<file path="config.mk">
export PLATFORM = sky130hd
export DESIGN_NAME = edge_region_stats
export DESIGN_NICKNAME = d
export VERILOG_FILES = /design/src/rtl/edge_region_stats.sv
export SDC_FILE = /design/constraint.sdc
export NUM_CORES = 1
export LEC_CHECK = 0
export CORE_MARGIN = 2
export CORE_UTILIZATION = 61
export CTS_BUF_LIST = sky130_fd_sc_hd__clkbuf_16
export DETAILED_ROUTE_END_ITERATION = 8
export PLACE_DENSITY_LB_ADDON = 0.15
export RECOVER_POWER = 50
export SETUP_SLACK_MARGIN = 0.2
export SLEW_MARGIN = 15
export SYNTH_ARGS = -nofsm -noshare
export SYNTH_HDL_FRONTEND = slang
export SYNTH_SLANG_ARGS = --single-unit
</file>
<file path="constraint.sdc">
create_clock -name clk -period 7.05 [get_ports clk]
set_input_delay 1.41 -clock clk [delete_from_list [all_inputs] [get_ports clk]]
set_output_delay 1.41 -clock clk [all_outputs]
set_load 0.005 [all_outputs]
</file>
<file path="src/rtl/edge_region_stats.sv">
// Per-frame edge statistics behind the Sobel stage: edge pixel count and bounding box.
// Results are published once per frame with a one-cycle strobe; video passes through with one cycle of delay.
module edge_region_stats #(
  parameter logic [10:0] IMG_HDISP = 11'd640,
  parameter logic [10:0] IMG_VDISP = 11'd480,
  parameter int          CNT_WIDTH = 20
) (
  input  logic                 clk,
  input  logic                 rst_n,
  input  logic                 per_frame_vsync,
  input  logic                 per_frame_href,
  input  logic                 per_img_Bit,
  input  logic [CNT_WIDTH-1:0] Min_Pixels,
  output logic                 post_frame_vsync,
  output logic                 post_frame_href,
  output logic                 post_img_Bit,
  output logic                 stat_valid,
  output logic [CNT_WIDTH-1:0] edge_count,
  output logic [10:0]          box_xmin,
  output logic [10:0]          box_xmax,
  output logic [10:0]          box_ymin,
  output logic [10:0]          box_ymax,
  output logic                 box_empty,
  output logic                 obj_detected
);

  function automatic logic [10:0] sat_inc_coord(input logic [10:0] v);
    return (v == 11'h7FF) ? v : v + 11'd1;
  endfunction

  function automatic logic [CNT_WIDTH-1:0] sat_inc_cnt(input logic [CNT_WIDTH-1:0] v);
    return (v == {CNT_WIDTH{1'b1}}) ? v : v + 1'b1;
  endfunction

  logic                 vsync_p1, href_p1, bit_p1;
  logic                 vs_idle, armed, hit;
  logic [10:0]          x_cnt, y_cnt;
  logic [10:0]          run_xmin, run_xmax, run_ymin, run_ymax;
  logic [CNT_WIDTH-1:0] run_count;
  logic                 frame_start, frame_end, line_end, pix_ok, edge_pix;

  // vs_idle blocks a false frame start when reset releases in the middle of a frame
  assign frame_start = per_frame_vsync & ~vsync_p1 & vs_idle;
  assign frame_end   = ~per_frame_vsync & vsync_p1;
  assign line_end    = ~per_frame_href & href_p1;
  assign pix_ok      = armed & per_frame_vsync & per_frame_href &
                       (x_cnt < IMG_HDISP) & (y_cnt < IMG_VDISP);
  assign edge_pix    = pix_ok & per_img_Bit;

  assign post_frame_vsync = vsync_p1;
  assign post_frame_href  = href_p1;
  assign post_img_Bit     = bit_p1;

  // Stage p0 -> p1: input registers, running statistics and published results
  always_ff @(posedge clk) begin
    if (!rst_n) begin
      vsync_p1     <= 1'b0;
      href_p1      <= 1'b0;
      bit_p1       <= 1'b0;
      vs_idle      <= 1'b0;
      armed        <= 1'b0;
      hit          <= 1'b0;
      x_cnt        <= '0;
      y_cnt        <= '0;
      run_count    <= '0;
      run_xmin     <= '0;
      run_xmax     <= '0;
      run_ymin     <= '0;
      run_ymax     <= '0;
      stat_valid   <= 1'b0;
      edge_count   <= '0;
      box_xmin     <= '0;
      box_xmax     <= '0;
      box_ymin     <= '0;
      box_ymax     <= '0;
      box_empty    <= 1'b1;
      obj_detected <= 1'b0;
    end else begin
      vsync_p1   <= per_frame_vsync;
      href_p1    <= per_frame_href;
      bit_p1     <= per_img_Bit & per_frame_href;
      stat_valid <= frame_end & armed;
      if (!per_frame_vsync) vs_idle <= 1'b1;

      if (frame_start) begin
        armed     <= 1'b1;
        hit       <= 1'b0;
        x_cnt     <= '0;
        y_cnt     <= '0;
        run_count <= '0;
        run_xmin  <= 11'h7FF;
        run_ymin  <= 11'h7FF;
        run_xmax  <= '0;
        run_ymax  <= '0;
      end else begin
        if (frame_end) armed <= 1'b0;
        if (per_frame_vsync & per_frame_href) begin
          x_cnt <= sat_inc_coord(x_cnt);
        end else if (line_end) begin
          x_cnt <= '0;
          y_cnt <= sat_inc_coord(y_cnt);
        end
        if (edge_pix) begin
          run_count <= sat_inc_cnt(run_count);
          hit       <= 1'b1;
          if (x_cnt < run_xmin) run_xmin <= x_cnt;
          if (x_cnt > run_xmax) run_xmax <= x_cnt;
          if (y_cnt < run_ymin) run_ymin <= y_cnt;
          if (y_cnt > run_ymax) run_ymax <= y_cnt;
        end
      end

      if (frame_end & armed) begin
        edge_count   <= run_count;
        box_xmin     <= hit ? run_xmin : 11'd0;
        box_xmax     <= hit ? run_xmax : 11'd0;
        box_ymin     <= hit ? run_ymin : 11'd0;
        box_ymax     <= hit ? run_ymax : 11'd0;
        box_empty    <= ~hit;
        obj_detected <= hit & (run_count >= Min_Pixels);
      end
    end
  end

endmodule

</file>
==> metrics.yaml <==
status: "finished, violations left"
violations: "capacitance limit, slew limit"
cts_hold_buf: 0
vias: 7545
dp_hpwl_um: 14200
routed_wirelength_um: 20700
rsz0062_at_grt: "false"
yosysUniqueCellTypes: 54
area_growth_pct: 18.9
async_reset_ff_share_pct: 0
syn-num-nets: 1077
layout-drive-gt1-share_pct: 4.54
synth_commonest_cells: "dfxtp_1, nand2_1, nand3_1"
grt-ovfl-total: 0
fin_cells: 1234
hp-class: "flop to flop"
synth_edf_count: 0
yosys.area.top_type_share_pct: 38.3
cts_tree: "done"
setup_ws_ns: 2.79
grt_pass1_vias: 7074
ys_ff_latch: 159
start_kind: "input pin"
critPathMaxFanout: 57
postRouteAntennaNets: 0
cts_setup_buffers: 0
drc_errors: 0
wl_per_cell_um: 16.8
nets: 1135
hold_violations: 0
skew_ns: 0.00783
die_width_um: 121
tightest_slew_ns: 2.03
setup_tns_ns: 0
fmax_mhz: 235
synthMostInstantiatedCell: "dfxtp_1"
drv_cap: 2
syn-mean-instance-area_um2: 8.41
io_buffers: 94
syn_area_mm2: 0.00830
cts_sinks: 159
ys_seq_area_share_pct: 38.3
synthCells: 987
cts_resized: 0
numCtsBuffers: 17
cts_buffer_depth: 2
grt_use_total_pct: 29.3
fin_crit_sh_pct: 60.5
antenna_found_initial: 0
io_pins: 95
grt_max_degree: 58
netlist.top_cell.by_area: "dfxtp_1"
cp.required_ns: 7.38
leakagePower_nw: 3.81
core_area_mm2: 0.0132
start_util_pct: 62.7
avgViaCountPerCell: 6.11
netlist_top_cells_area: "dfxtp_1, ha_1, a21boi_0"
ys_warn_count: 0
antennaDiodeCount: 0
min_period_ns: 4.26
preCtsSetupSlack_ns: 2.79
powerDensity_mw_per_mm2: 204
dp.cells: 1202
die_h_um: 121
endpoint_kind: "flop"
gp_congestion: 0.942
worstSkewPairLatency_ns: 0.43
grt_pass1_wl_um: 34600
clk_pin_slew_worst_paths_ns: 0.06
setup_viol: 0
critPathKind: "input pin to flop"
ctsHtreeMaxLevel: 4
die_area_mm2: 0.0146
maxSlewViolCount: 99
drt_iter0_drc: 754
first_pass_iters: 5
critPathArrivalTime_ns: 4.60
ir_drop_uv: 201
cts_root_buf: "clkbuf_16"
num_rows: 42
relSlewSlack_pct: -35.0
synth_flop_cell: "dfxtp_1"
-- path summary, 6_finish.rpt --
check	start	end	slack (ns)	cells after the start
max	rst_n	run_ymin[1]	2.79	4
min	box_ymax[8]	box_ymax[8]	0.46	2
max reg2reg	post_frame_vsync	x_cnt[0]	4.20	6
min reg2reg	box_ymax[8]	box_ymax[8]	0.46	2
-- sequential cells by signal (all words and copies together) (netlist names) --
register,cells
armed,1
box_empty,1
box_xmax,11
box_xmin,11
box_ymax,11
box_ymin,11
edge_count,20
hit,1
obj_detected,1
post_frame_href,1
post_frame_vsync,1
post_img_Bit,1
run_count,20
run_xmax,11
run_xmin,11
run_ymax,11
run_ymin,11
stat_valid,1
vs_idle,1
x_cnt,11
y_cnt,11
-- worst max-delay path, stage by stage --
cell	delay, ns
clkbuf_1	1.08
clkbuf_1	1.53
o31ai_1	0.26
a311oi_1	0.29
-- power breakdown --
group	internal, mW	switching (mW)
sequential	0.912	0.0145
clock	0.554	0.379
combinational	0.0537	0.102
-- per-stage QoR --
stage,total power [mW],util [%],instance area (um^2),hold WS [ns]
5_1_grt,2.08,74.5,9870,0.484
2_1_floorplan,1.05,-,8300,0.441
3_5_place_dp,1.10,70.1,9290,0.455
4_1_cts,2.01,74.6,9880,0.463
6_report,2.01,74.5,9870,0.459
3_3_place_gp,1.09,70.1,9290,0.450
-- placed cells by master, fill, tap and decap left out, types with 23 or more instances in the layout --
cell / synthesis / final
inv_1: 69 / 69
nand3_1: 78 / 78
dfxtp_1: 159 / 159
dlygate4sd3_1: 0 / 71
nor2_1: 29 / 29
a21boi_0: 66 / 66
o31ai_1: 23 / 23
o21ai_0: 34 / 34
ha_1: 65 / 65
a21oi_1: 53 / 53
nand2_1: 132 / 132
-- metal layers --
layer	vias up	GRT usage, %	part of all wire [%]
li1	3704	-	-
met5	-	0	0
met1	3571	38.6	44
met2	242	48.5	48
met3	28	6.18	5.6
met4	0	8.72	1.6
-- area by class of cell --
type | count | area (um^2)
clock inverter | 15 | 169
inverter | 69 | 259
multi-input combinational | 694 | 4610
fill | 1028 | 3370
timing repair buffer | 104 | 998
sequential | 159 | 3180
clock buffer | 17 | 425
tap | 176 | 220
-- logic make-up after synthesis --
group                    share of synthesized area [%]
multiplexers                                     0.724
XOR/XNOR                                          1.79
flip-flops                                        38.3
AO/OA/AOI/OAI                                     23.4
AND/OR/NAND/NOR                                   19.8
adder cells (fa/ha/maj)                           9.80
buffers and inverters                             6.12
No activity file was read; power rests on OpenSTA's default activity.
